**config.mk**
```make
export PLATFORM = sky130hd
export DESIGN_NAME = reg_write_arbiter
export DESIGN_NICKNAME = d
export VERILOG_FILES = /design/src/rtl/reg_write_arbiter.sv
export SDC_FILE = /design/constraint.sdc
export NUM_CORES = 1
export LEC_CHECK = 0
export BUFFER_PORTS_ARGS = -buffer_cell sky130_fd_sc_hd__buf_2
export CORE_UTILIZATION = 44
export CTS_CLUSTER_DIAMETER = 100
export CTS_CLUSTER_SIZE = 14
export DETAILED_ROUTE_END_ITERATION = 10
export PLACE_DENSITY = 0.81
export RECOVER_POWER = 50
export SETUP_SLACK_MARGIN = 0.3
export SLEW_MARGIN = 20
export SYNTH_ARGS = -nofsm -noshare
export SYNTH_HDL_FRONTEND = slang
export SYNTH_SLANG_ARGS = --single-unit
```
**constraint.sdc**
```tcl
create_clock -name clk -period 2.5 [get_ports clk]
set_clock_uncertainty 0.1 [all_clocks]
set_input_delay 0 -clock clk [delete_from_list [all_inputs] [get_ports clk]]
set_output_delay 0 -clock clk [all_outputs]
set_load 0.05 [all_outputs]
```
**src/rtl/reg_write_arbiter.sv**
```systemverilog
// Round-robin arbiter sharing the register bank write port among NUM_REQ requesters,
// with a clear sequencer that zeroes every register through the same port.
module reg_write_arbiter #(
    parameter int unsigned NUM_REQ  = 4,
    parameter int unsigned DATA_W   = 32,
    parameter int unsigned ADDR_W   = 5,
    parameter int unsigned NUM_REGS = 32
) (
    input  logic                         clk,
    input  logic                         reset_n,
    input  logic [NUM_REQ-1:0]           req_valid,
    output logic [NUM_REQ-1:0]           req_ready,
    input  logic [NUM_REQ*ADDR_W-1:0]    req_addr,
    input  logic [NUM_REQ*DATA_W-1:0]    req_data,
    input  logic                         clear_start,
    output logic                         clear_busy,
    output logic                         clear_done,
    output logic                         write,
    output logic [ADDR_W-1:0]            dr,
    output logic [DATA_W-1:0]            write_data,
    output logic [$clog2(NUM_REQ)-1:0]   grant_id
);

    localparam int unsigned PtrW = $clog2(NUM_REQ);

    localparam logic [0:0] StIdle  = 1'b0;
    localparam logic [0:0] StClear = 1'b1;

    logic [0:0]        state_q, state_d;
    logic [PtrW-1:0]   ptr_q, ptr_d;
    logic [ADDR_W-1:0] cnt_q, cnt_d;
    logic              write_q, write_d;
    logic [ADDR_W-1:0] dr_q, dr_d;
    logic [DATA_W-1:0] wdata_q, wdata_d;
    logic [PtrW-1:0]   grant_q, grant_d;
    logic              done_q, done_d;

    logic              gnt_found;
    logic [PtrW-1:0]   gnt_idx;
    logic [PtrW-1:0]   idx;

    // Scan from ptr upward (mod NUM_REQ); first valid requester wins.
    // clear_start suppresses all grants so it takes precedence.
    always_comb begin
        gnt_found = 1'b0;
        gnt_idx   = '0;
        idx       = '0;
        if (state_q == StIdle && !clear_start) begin
            for (int k = 0; k < NUM_REQ; k++) begin
                idx = PtrW'((32'(ptr_q) + 32'(k)) % NUM_REQ);
                if (!gnt_found && req_valid[idx]) begin
                    gnt_found = 1'b1;
                    gnt_idx   = idx;
                end
            end
        end
    end

    always_comb begin
        req_ready = '0;
        if (gnt_found) begin
            req_ready[gnt_idx] = 1'b1;
        end
    end

    always_comb begin
        state_d = state_q;
        ptr_d   = ptr_q;
        cnt_d   = cnt_q;
        write_d = 1'b0;
        dr_d    = dr_q;
        wdata_d = wdata_q;
        grant_d = grant_q;
        done_d  = 1'b0;
        if (state_q == StClear) begin
            write_d = 1'b1;
            dr_d    = cnt_q;
            wdata_d = '0;
            grant_d = '0;
            if (cnt_q == ADDR_W'(NUM_REGS - 1)) begin
                state_d = StIdle;
                done_d  = 1'b1;
            end else begin
                cnt_d = cnt_q + 1'b1;
            end
        end else if (clear_start) begin
            state_d = StClear;
            cnt_d   = '0;
        end else if (gnt_found) begin
            write_d = 1'b1;
            dr_d    = req_addr[gnt_idx*ADDR_W +: ADDR_W];
            wdata_d = req_data[gnt_idx*DATA_W +: DATA_W];
            grant_d = gnt_idx;
            ptr_d   = (gnt_idx == PtrW'(NUM_REQ - 1)) ? '0 : gnt_idx + 1'b1;
        end
    end

    always_ff @(posedge clk or negedge reset_n) begin
        if (!reset_n) begin
            state_q <= StIdle;
            ptr_q   <= '0;
            cnt_q   <= '0;
            write_q <= 1'b0;
            dr_q    <= '0;
            wdata_q <= '0;
            grant_q <= '0;
            done_q  <= 1'b0;
        end else begin
            state_q <= state_d;
            ptr_q   <= ptr_d;
            cnt_q   <= cnt_d;
            write_q <= write_d;
            dr_q    <= dr_d;
            wdata_q <= wdata_d;
            grant_q <= grant_d;
            done_q  <= done_d;
        end
    end

    assign clear_busy = (state_q == StClear);
    assign clear_done = done_q;
    assign write      = write_q;
    assign dr         = dr_q;
    assign write_data = wdata_q;
    assign grant_id   = grant_q;

endmodule
```
Yosys cells after proc, flatten, opt, wreduce, memory -nomap -nowiden
Cells that the tools add are included.
{ "totals": {"reg_bits": 49, "input_bits": 155, "output_inout_bits": 46, "word_cells": 87} }
{ "op_classes": {"add_sub_neg": 5, "mul": 1, "magnitude_cmp": 6, "n_eq_ne": 4, "shifts": 2, "muxes": 45, "bitwise_logic": 2, "reduce_logical": 14} }
{ "op_table": {"columns": ["op", "count"], "rows": [
  ["128-bit by 8-bit variable part select with 32-bit output", 1],
  ["32-bit two-way mux", 3],
  ["5-bit two-way mux", 6],
  ["1-bit two-way mux", 21],
  ["20-bit by 6-bit variable part select with 5-bit output", 1],
  ["2-bit two-way mux", 9],
  ["2-bit by 3-bit less-than comparator with 1-bit output, second input constant", 5],
  ["1-bit binary-select mux with 2-bit select", 4],
  ["5-bit by 1-bit adder with 5-bit output, second input constant", 1],
  ["5-bit == test, second input constant", 1],
  ["1-bit logical AND", 5],
  ["2-bit by 3-bit multiplier with 5-bit output, second input constant", 1],
  ["2-bit by 1-bit adder with 2-bit output, second input constant", 2],
  ["2-bit adder, second input constant", 2],
  ["1-bit zero test", 4],
  ["4-bit two-way mux", 1],
  ["2-bit AND reduction", 2],
  ["2-bit nonzero test", 2],
  ["3-bit AND reduction", 1],
  ["1-bit demux with 2-bit select", 1],
  ["2-bit == test, second input constant", 1],
  ["2-bit by 1-bit >= comparator with 1-bit output, second input constant", 1],
  ["2-bit by 1-bit inequality test with 1-bit output, second input constant", 1],
  ["2-bit inequality test, second input constant", 1],
  ["1-bit NOT", 2]
]} }

Longest topological paths before layout
Gate-level depths: netlist of the first run.
{ "logic_depth": {"ltp_word": 21, "depth_mapped": 9, "ltp_nobuf": 7} }

Least setup slack after synthesis of the first run
OpenSTA, ideal clock, no wires.
{ "synth_timing": {"kind": "flip-flop to output port", "from": "register state_q (netlist: clear_busy)", "to": "output req_ready[2]", "arrival_time_ns": 2.485, "path_slack_ns": -0.085, "path_stages_with_launch": 9, "path_cell_list": "dfrtp_1 > nor2_4 > buf_4 > nand2_2 > nor3_4 > buf_4 > clkbuf_1 > ha_1 > and3_1"} }
{ "synth_via": {"elab_chain_len": 8, "word_cells_on_any_way": 10} }
{ "synth_rtl": {"columns": ["item", "line", "source"], "rows": [
  ["start: declaration", "29", "logic [0:0] state_q, state_d;"],
  ["start signal: assignment", "100", "state_q <= StIdle;"],
  ["start signal: assignment", "109", "state_q <= state_d;"],
  ["1-bit NOT (no source line) *", null, null],
  ["1-bit logical AND *", "48", "if (state_q == StIdle && !clear_start) begin"],
  ["2-bit two-way mux", "48", null],
  ["2-bit by 3-bit less-than comparator with 1-bit output (not written as such) / 2-bit by 1-bit >= comparator with 1-bit output (equally long branches)", "62", "req_ready[gnt_idx] = 1'b1;"],
  ["1-bit logical AND (not written as such)", "62", null],
  ["1-bit two-way mux (not written as such)", "62", null],
  ["1-bit demux with 2-bit select", "62", null],
  ["4-bit two-way mux *", "61", "if (gnt_found) begin"],
  ["end: declaration", "12", "output logic [NUM_REQ-1:0] req_ready,"]
]} }
Every way passes the cells marked *; elsewhere a longest branch is shown, timed or not.

Worst setup path in the final report of the first run
{ "layout_timing": {"from": "register state_q (netlist: clear_busy)", "to": "register wdata_q[18] (netlist: write_data[18])"} }
{ "layout_via": {"elab_chain_len": 7, "word_cells_on_any_way": 11} }
{ "layout_rtl": {"columns": ["item", "line", "source"], "rows": [
  ["1-bit NOT (no source line)", null, null],
  ["1-bit logical AND", "48", null],
  ["2-bit two-way mux", "48", null],
  ["128-bit by 8-bit variable part select with 32-bit output", "92", "wdata_d = req_data[gnt_idx*DATA_W +: DATA_W];"],
  ["32-bit two-way mux", "89", "end else if (gnt_found) begin"],
  ["32-bit two-way mux", "86", "end else if (clear_start) begin"],
  ["32-bit two-way mux", "75", "if (state_q == StClear) begin"],
  ["end signal: assignment", "114", "wdata_q <= wdata_d;"],
  ["end: declaration", "34", "logic [DATA_W-1:0] wdata_q, wdata_d;"]
]} }
Parallel ways exist; a longest one is shown, timed or not. The select of a mux whose other input is x is not followed.
A chain may end at the register's enable or synchronous reset.

==> flow_summary.json, run 1 <==
{
  "wl_mm": 13.3,
  "synth.net_count": 498,
  "p_leak_uw": 0.00296,
  "drv_cap": 1,
  "tns_ns": 0,
  "cp_data_required_time_ns": 2.61,
  "place_inst": 610,
  "worst_slack_ns": 0.374,
  "synth_top_area_share_pct": 36.4,
  "end_kind": "flip-flop",
  "h-tree-depth": 2,
  "wl_per_cell_um": 17.8,
  "p_total_uw": 3180,
  "portBuffers": 200,
  "die_w_um": 89.5,
  "synth_cell_types": 43,
  "critPathMaxFanout": 65,
  "drt_iter0_markers": 227,
  "layout_commonest_cell": "buf_2",
  "pre_cts_ws_ns": 0.355,
  "min_period_over_period_pct": 85.0,
  "antenna_left": 0,
  "finalMaxSlewViolations": 30,
  "rsz0062_at_grt": "yes",
  "synth_seq_cells": 49,
  "cts_tree": "yes",
  "grt-ovfl-total": 0,
  "wl_met2_mm": 6.61,
  "drc": 0,
  "num_vias": 4201,
  "synthesis.area_mm2": 0.00337,
  "cts_made_buffers": 5,
  "drive_gt1_share_pct": 32.0,
  "highest_layer": "met4",
  "dieArea_mm2": 0.00802,
  "cp.arrival_ns": 2.23,
  "netlist_instances": 337,
  "clk_latency_ns": 0.30,
  "die_h_um": 89.5,
  "num-nets-final": 804,
  "holdCritPathClass": "primary input to flip-flop",
  "antenna_found_initial": 1,
  "grt_first_pass_wirelength_mm": 19.0,
  "grt_pass1_vias": 4060,
  "yosysTopAreaCell": "dfrtp_1",
  "firstDrtPassIters": 4,
  "grtUsageTotal_pct": 31.3,
  "hold_viol": 0,
  "start_util_pct": 46.0,
  "viasPerCell": 5.65,
  "powerDensity_mw_per_mm2": 560,
  "wl_met1_mm": 5.14,
  "fp.coreArea_mm2": 0.00733,
  "place_area_mm2": 0.00434,
  "yosysSeqAreaShare_pct": 36.4,
  "clockBufferDepth": 2,
  "wl_met3_um": 972,
  "worst_pin_slew_ns": 1.62,
  "pin_count": 201,
  "num_rows": 31,
  "final_cell_area_mm2": 0.00568,
  "area_growth_pct": 68.5,
  "status": "finished with violations",
  "peakVddDrop_mv": 0.293,
  "synth_warnings": 0,
  "cp-start-kind": "flip-flop",
  "cts-root-buf": "clkbuf_8",
  "stdcell_count": 744,
  "grt_max_degree": 66,
  "setup_violations": 0,
  "relSlewSlack_pct": -7.94,
  "fin_crit_ns": 2.13,
  "place_congestion": 0.864,
  "clkSlewWorstSetupHoldPaths_ns": 0.09,
  "violations": "capacitance limit, slew limit",
  "place_hpwl_mm": 7.55,
  "timing.fmax_mhz": 470,
  "final_cell_mix": "buf_2, dlygate4sd3_1, dfrtp_1, clkbuf_1, mux2i_1",
  "syn_area_per_cell_um2": 10.0,
  "crit_type": "flip-flop to flip-flop",
  "cts_sinks": 49,
  "ys_top_cells_by_area": "dfrtp_1, mux2i_1, and4_1"
}
## synth_stat cells (all sizes together)
| master | n |
|---|---|
| nor4 | 1 |
| a2111o | 4 |
| a21oi | 34 |
| buf | 20 |
| a22oi | 32 |
| a21o | 2 |
| a31oi | 33 |
| nand2b | 2 |
| and4 | 32 |
| o21ai | 5 |
| inv | 6 |
| ha | 6 |
| mux2i | 35 |
| clkbuf | 17 |
| nor3b | 2 |
| xnor2 | 1 |
| a2111oi | 1 |
| nor2 | 2 |
| o22ai | 1 |
| and3 | 10 |
| nor2b | 2 |
| o22a | 4 |
| dfrtp | 49 |
| nor3 | 2 |
| xor2 | 2 |
| o2111a | 4 |
| nand4b | 1 |
| or4 | 1 |
| nand2 | 19 |
| or3 | 4 |
| and2 | 2 |
| a221oi | 1 |
## metrics by stage
step                util (%)  hold slack (ns)
floorplan                  -           -0.396
global placement        59.2          -0.0507
global route            77.5           0.0572
detailed placement      59.2          -0.0303
finish                  77.5           0.0434
CTS                     76.9          0.00134
## area by class of cell
type | instances | area (um^2)
fill | 488 | 1650
clock buffer | 5 | 68.8
inverter | 6 | 25.0
multi-input combinational | 245 | 1880
clock inverter | 3 | 17.5
timing repair buffer | 336 | 2330
tap | 99 | 124
sequential | 49 | 1230
antenna | 1 | 2.50
## power breakdown
| group | switching [uW] | internal (uW) | leakage [uW] | total, uW |
|---|---|---|---|---|
| Clock | 274 | 194 | 0.0000439 | 467 |
| Combinational | 994 | 616 | 0.00227 | 1610 |
| Sequential | 148 | 956 | 0.000646 | 1100 |
| Total | 1420 | 1770 | 0.00296 | 3180 |
## final timing paths
| path | startpoint | slack (ns) | cells past startpoint | endpoint |
|---|---|---|---|---|
| worst min register to register | grant_id[1] | 0.39 | 2 | grant_id[1] |
| max in group asynchronous | reset_n | 0.66 | 3 | ptr_q[0] |
| worst max register to register | clear_busy | 0.37 | 6 | write_data[18] |
| worst min-delay path | req_data[41] | 0.04 | 4 | write_data[9] |
| min in group asynchronous | reset_n | 0.53 | 2 | cnt_q[2] |
| worst max-delay path | clear_busy | 0.37 | 6 | write_data[18] |
## state kept, by name, indices dropped and copies added (netlist names)
name	count
clear_busy	1
dr	5
cnt_q	5
write	1
grant_id	2
clear_done	1
ptr_q	2
write_data	32
## timing repair
action / CTS / global route
setup endpoints to repair: 4 / 11
gates cloned: 0 / 1
gates resized for setup: 7 / 10
setup buffers: 6 / 5
hold buffers: 112 / 1
pin swaps: 5 / 4
hold endpoints to repair: 66 / 1
## worst max-delay path, cell delays in order (launching register included)
cell and delay (ns):
dfrtp_2 0.45, nor2_4 0.18, buf_12 0.15, and2_4 0.54
and4_1 0.32, a31oi_1 0.05, a22oi_1 0.23
## metal layers
metal	up-vias	track usage (%)
met5	-	0
li1	1929	-
met4	0	15.3
met2	257	55.1
met1	1957	36.0
met3	58	6.46
## logic make-up (layout without fill, tap and decap cells)
kind of cell	count (synthesis)	in the layout	synth area share, %
xor+xnor	3	3	0.779
compound gates	121	121	24.2
mux	35	35	10.4
buf+inv	43	350	8.83
other cells	0	1	0
flops	49	49	36.4
simple gates	80	80	17.2
fa+ha+maj	6	6	2.23
Power figures use the tool's default switching activity.
==> run 2: changes to the inputs <==
--- a/config.mk
+++ b/config.mk
@@ -5,12 +5,14 @@
 export SDC_FILE = /design/constraint.sdc
 export NUM_CORES = 1
 export LEC_CHECK = 0
-export BUFFER_PORTS_ARGS = -buffer_cell sky130_fd_sc_hd__buf_2
-export CORE_UTILIZATION = 44
+export CAP_MARGIN = 30
+export CORE_AREA = 2 2 78 80
 export CTS_CLUSTER_DIAMETER = 100
 export CTS_CLUSTER_SIZE = 14
 export DETAILED_ROUTE_END_ITERATION = 10
-export PLACE_DENSITY = 0.81
+export DIE_AREA = 0 0 80 82
+export DONT_BUFFER_PORTS = 1
+export PLACE_DENSITY = 0.75
 export RECOVER_POWER = 50
 export SETUP_SLACK_MARGIN = 0.3
 export SLEW_MARGIN = 20
==> flow_summary.json, run 2 <==
{
  "die_w_um": 80,
  "synthesis.area_mm2": 0.00337,
  "die_h_um": 82,
  "synthArstFlopShare_pct": 100,
  "clockBufferDepth": 2,
  "pin_count": 201,
  "netlist_instances": 337,
  "haltStage": "4_1_cts",
  "syn_area_per_cell_um2": 10.0,
  "status": "aborted with a tool error",
  "synth_top_area_share_pct": 36.4,
  "ctsResizeCount": 3,
  "yosysSeqAreaShare_pct": 36.4,
  "place_congestion": 0.854,
  "synthAdderAreaFrac_pct": 2.23,
  "synth_top_family_by_area": "compound AO/OA/AOI/OAI gates",
  "synth_warnings": 0,
  "portBuffers": 0,
  "synth.net_count": 498,
  "cts_made_buffers": 5,
  "synth_flop_cell": "dfrtp_1",
  "synth_common_cells": "dfrtp_1, mux2i_1, a21oi_1, a31oi_1",
  "holdBufCountCts": 101,
  "cts_sinks": 49,
  "postCtsSetupBuffers": 3,
  "synth_cell_types": 43,
  "start_util_pct": 58.7,
  "synth-edff-count": 0,
  "synthMuxAreaShare_pct": 10.4,
  "synth_seq_cells": 49,
  "place_hpwl_mm": 6.44,
  "yosysMostFrequentCell": "dfrtp_1",
  "yosysTopAreaCell": "dfrtp_1",
  "h-tree-depth": 2,
  "num_rows": 28,
  "synth_compound_area_share_pct": 24.2,
  "yosys.area_share.simple_pct": 17.2,
  "synth_xor_area_share_pct": 0.779,
  "ys_top_cells_by_area": "dfrtp_1, mux2i_1, and4_1",
  "cts-root-buf": "clkbuf_8",
  "tool.error": "[ERROR RSZ-0060] Max buffer count reached."
}
==> run 2: cell counts after synthesis <==
Identical to the previous run, type by type.
==> run 2: cells by family after synthesis <==
family,count (synthesis)
AOI/OAI and AO/OA,121
xor gates and xnor gates,3
adders and majority gates,6
buffers and inverters,43
DFF,49
muxes,35
and+or+nand+nor,80
==> run 2: through the flow <==
step / util (%) / std cells / setup WS (ns) / hold slack, ns / cell area [um^2]
floorplan: - / 337 / 0.308 / -0.396 / 3380
global placement: 58.2 / 387 / 0.387 / -0.395 / 3340
detailed placement: 58.2 / 387 / 0.266 / -0.395 / 3340
==> run 3: changes to the inputs <==
==> config.mk (replaced) <==
export PLATFORM = sky130hd
export DESIGN_NAME = reg_write_arbiter
export DESIGN_NICKNAME = d
export VERILOG_FILES = /design/src/rtl/reg_write_arbiter.sv
export SDC_FILE = /design/constraint.sdc
export NUM_CORES = 1
export LEC_CHECK = 0
export CAP_MARGIN = 30
export CORE_UTILIZATION = 40
export DETAILED_ROUTE_END_ITERATION = 10
export DONT_BUFFER_PORTS = 1
export PLACE_DENSITY_LB_ADDON = 0.15
export RECOVER_POWER = 50
export SLEW_MARGIN = 20
export SYNTH_ARGS = -nofsm -noshare
export SYNTH_HDL_FRONTEND = slang
export SYNTH_SLANG_ARGS = --single-unit
==> flow_summary.json, run 3 <==
{
  "yosysMostFrequentCell": "dfrtp_1",
  "portBuffers": 0,
  "cts-root-buf": "clkbuf_8",
  "start_util_pct": 41.2,
  "cts_sinks": 49,
  "cts_made_buffers": 5,
  "synth_common_cells": "dfrtp_1, mux2i_1, a21oi_1, a31oi_1",
  "pin_count": 201,
  "synth_top_area_share_pct": 36.4,
  "synthArstFlopShare_pct": 100,
  "synthesis.area_mm2": 0.00337,
  "synth_cell_types": 43,
  "yosysSeqAreaShare_pct": 36.4,
  "die_w_um": 93.8,
  "clockBufferDepth": 2,
  "place_congestion": 0.780,
  "holdBufCountCts": 101,
  "synth-edff-count": 0,
  "ys_top_cells_by_area": "dfrtp_1, mux2i_1, and4_1",
  "syn_area_per_cell_um2": 10.0,
  "status": "aborted with a tool error",
  "synth_warnings": 0,
  "ctsResizeCount": 0,
  "tool.error": "[ERROR RSZ-0060] Max buffer count reached.",
  "h-tree-depth": 2,
  "num_rows": 33,
  "synth_flop_cell": "dfrtp_1",
  "postCtsSetupBuffers": 0,
  "yosysTopAreaCell": "dfrtp_1",
  "die_h_um": 93.8,
  "synth_seq_cells": 49,
  "synth.net_count": 498,
  "place_hpwl_mm": 6.56,
  "haltStage": "4_1_cts",
  "netlist_instances": 337
}
==> run 3: cell families after synthesis <==
kind of cell | after synthesis | share of synthesized area [%]
AOI/OAI and AO/OA | 121 | 24.2
and+or+nand+nor | 80 | 17.2
DFF | 49 | 36.4
buffers and inverters | 43 | 8.83
muxes | 35 | 10.4
adders and majority gates | 6 | 2.23
xor gates and xnor gates | 3 | 0.779
==> run 3: through the flow <==
| step | util, % | instances | setup WS, ns | instance area, um^2 | hold slack [ns] |
|---|---|---|---|---|---|
| after floorplan | - | 337 | 0.0367 | 3370 | -0.396 |
| after global placement | 41.8 | 419 | 0.433 | 3420 | -0.394 |
| after detailed placement | 41.8 | 419 | 0.384 | 3420 | -0.394 |
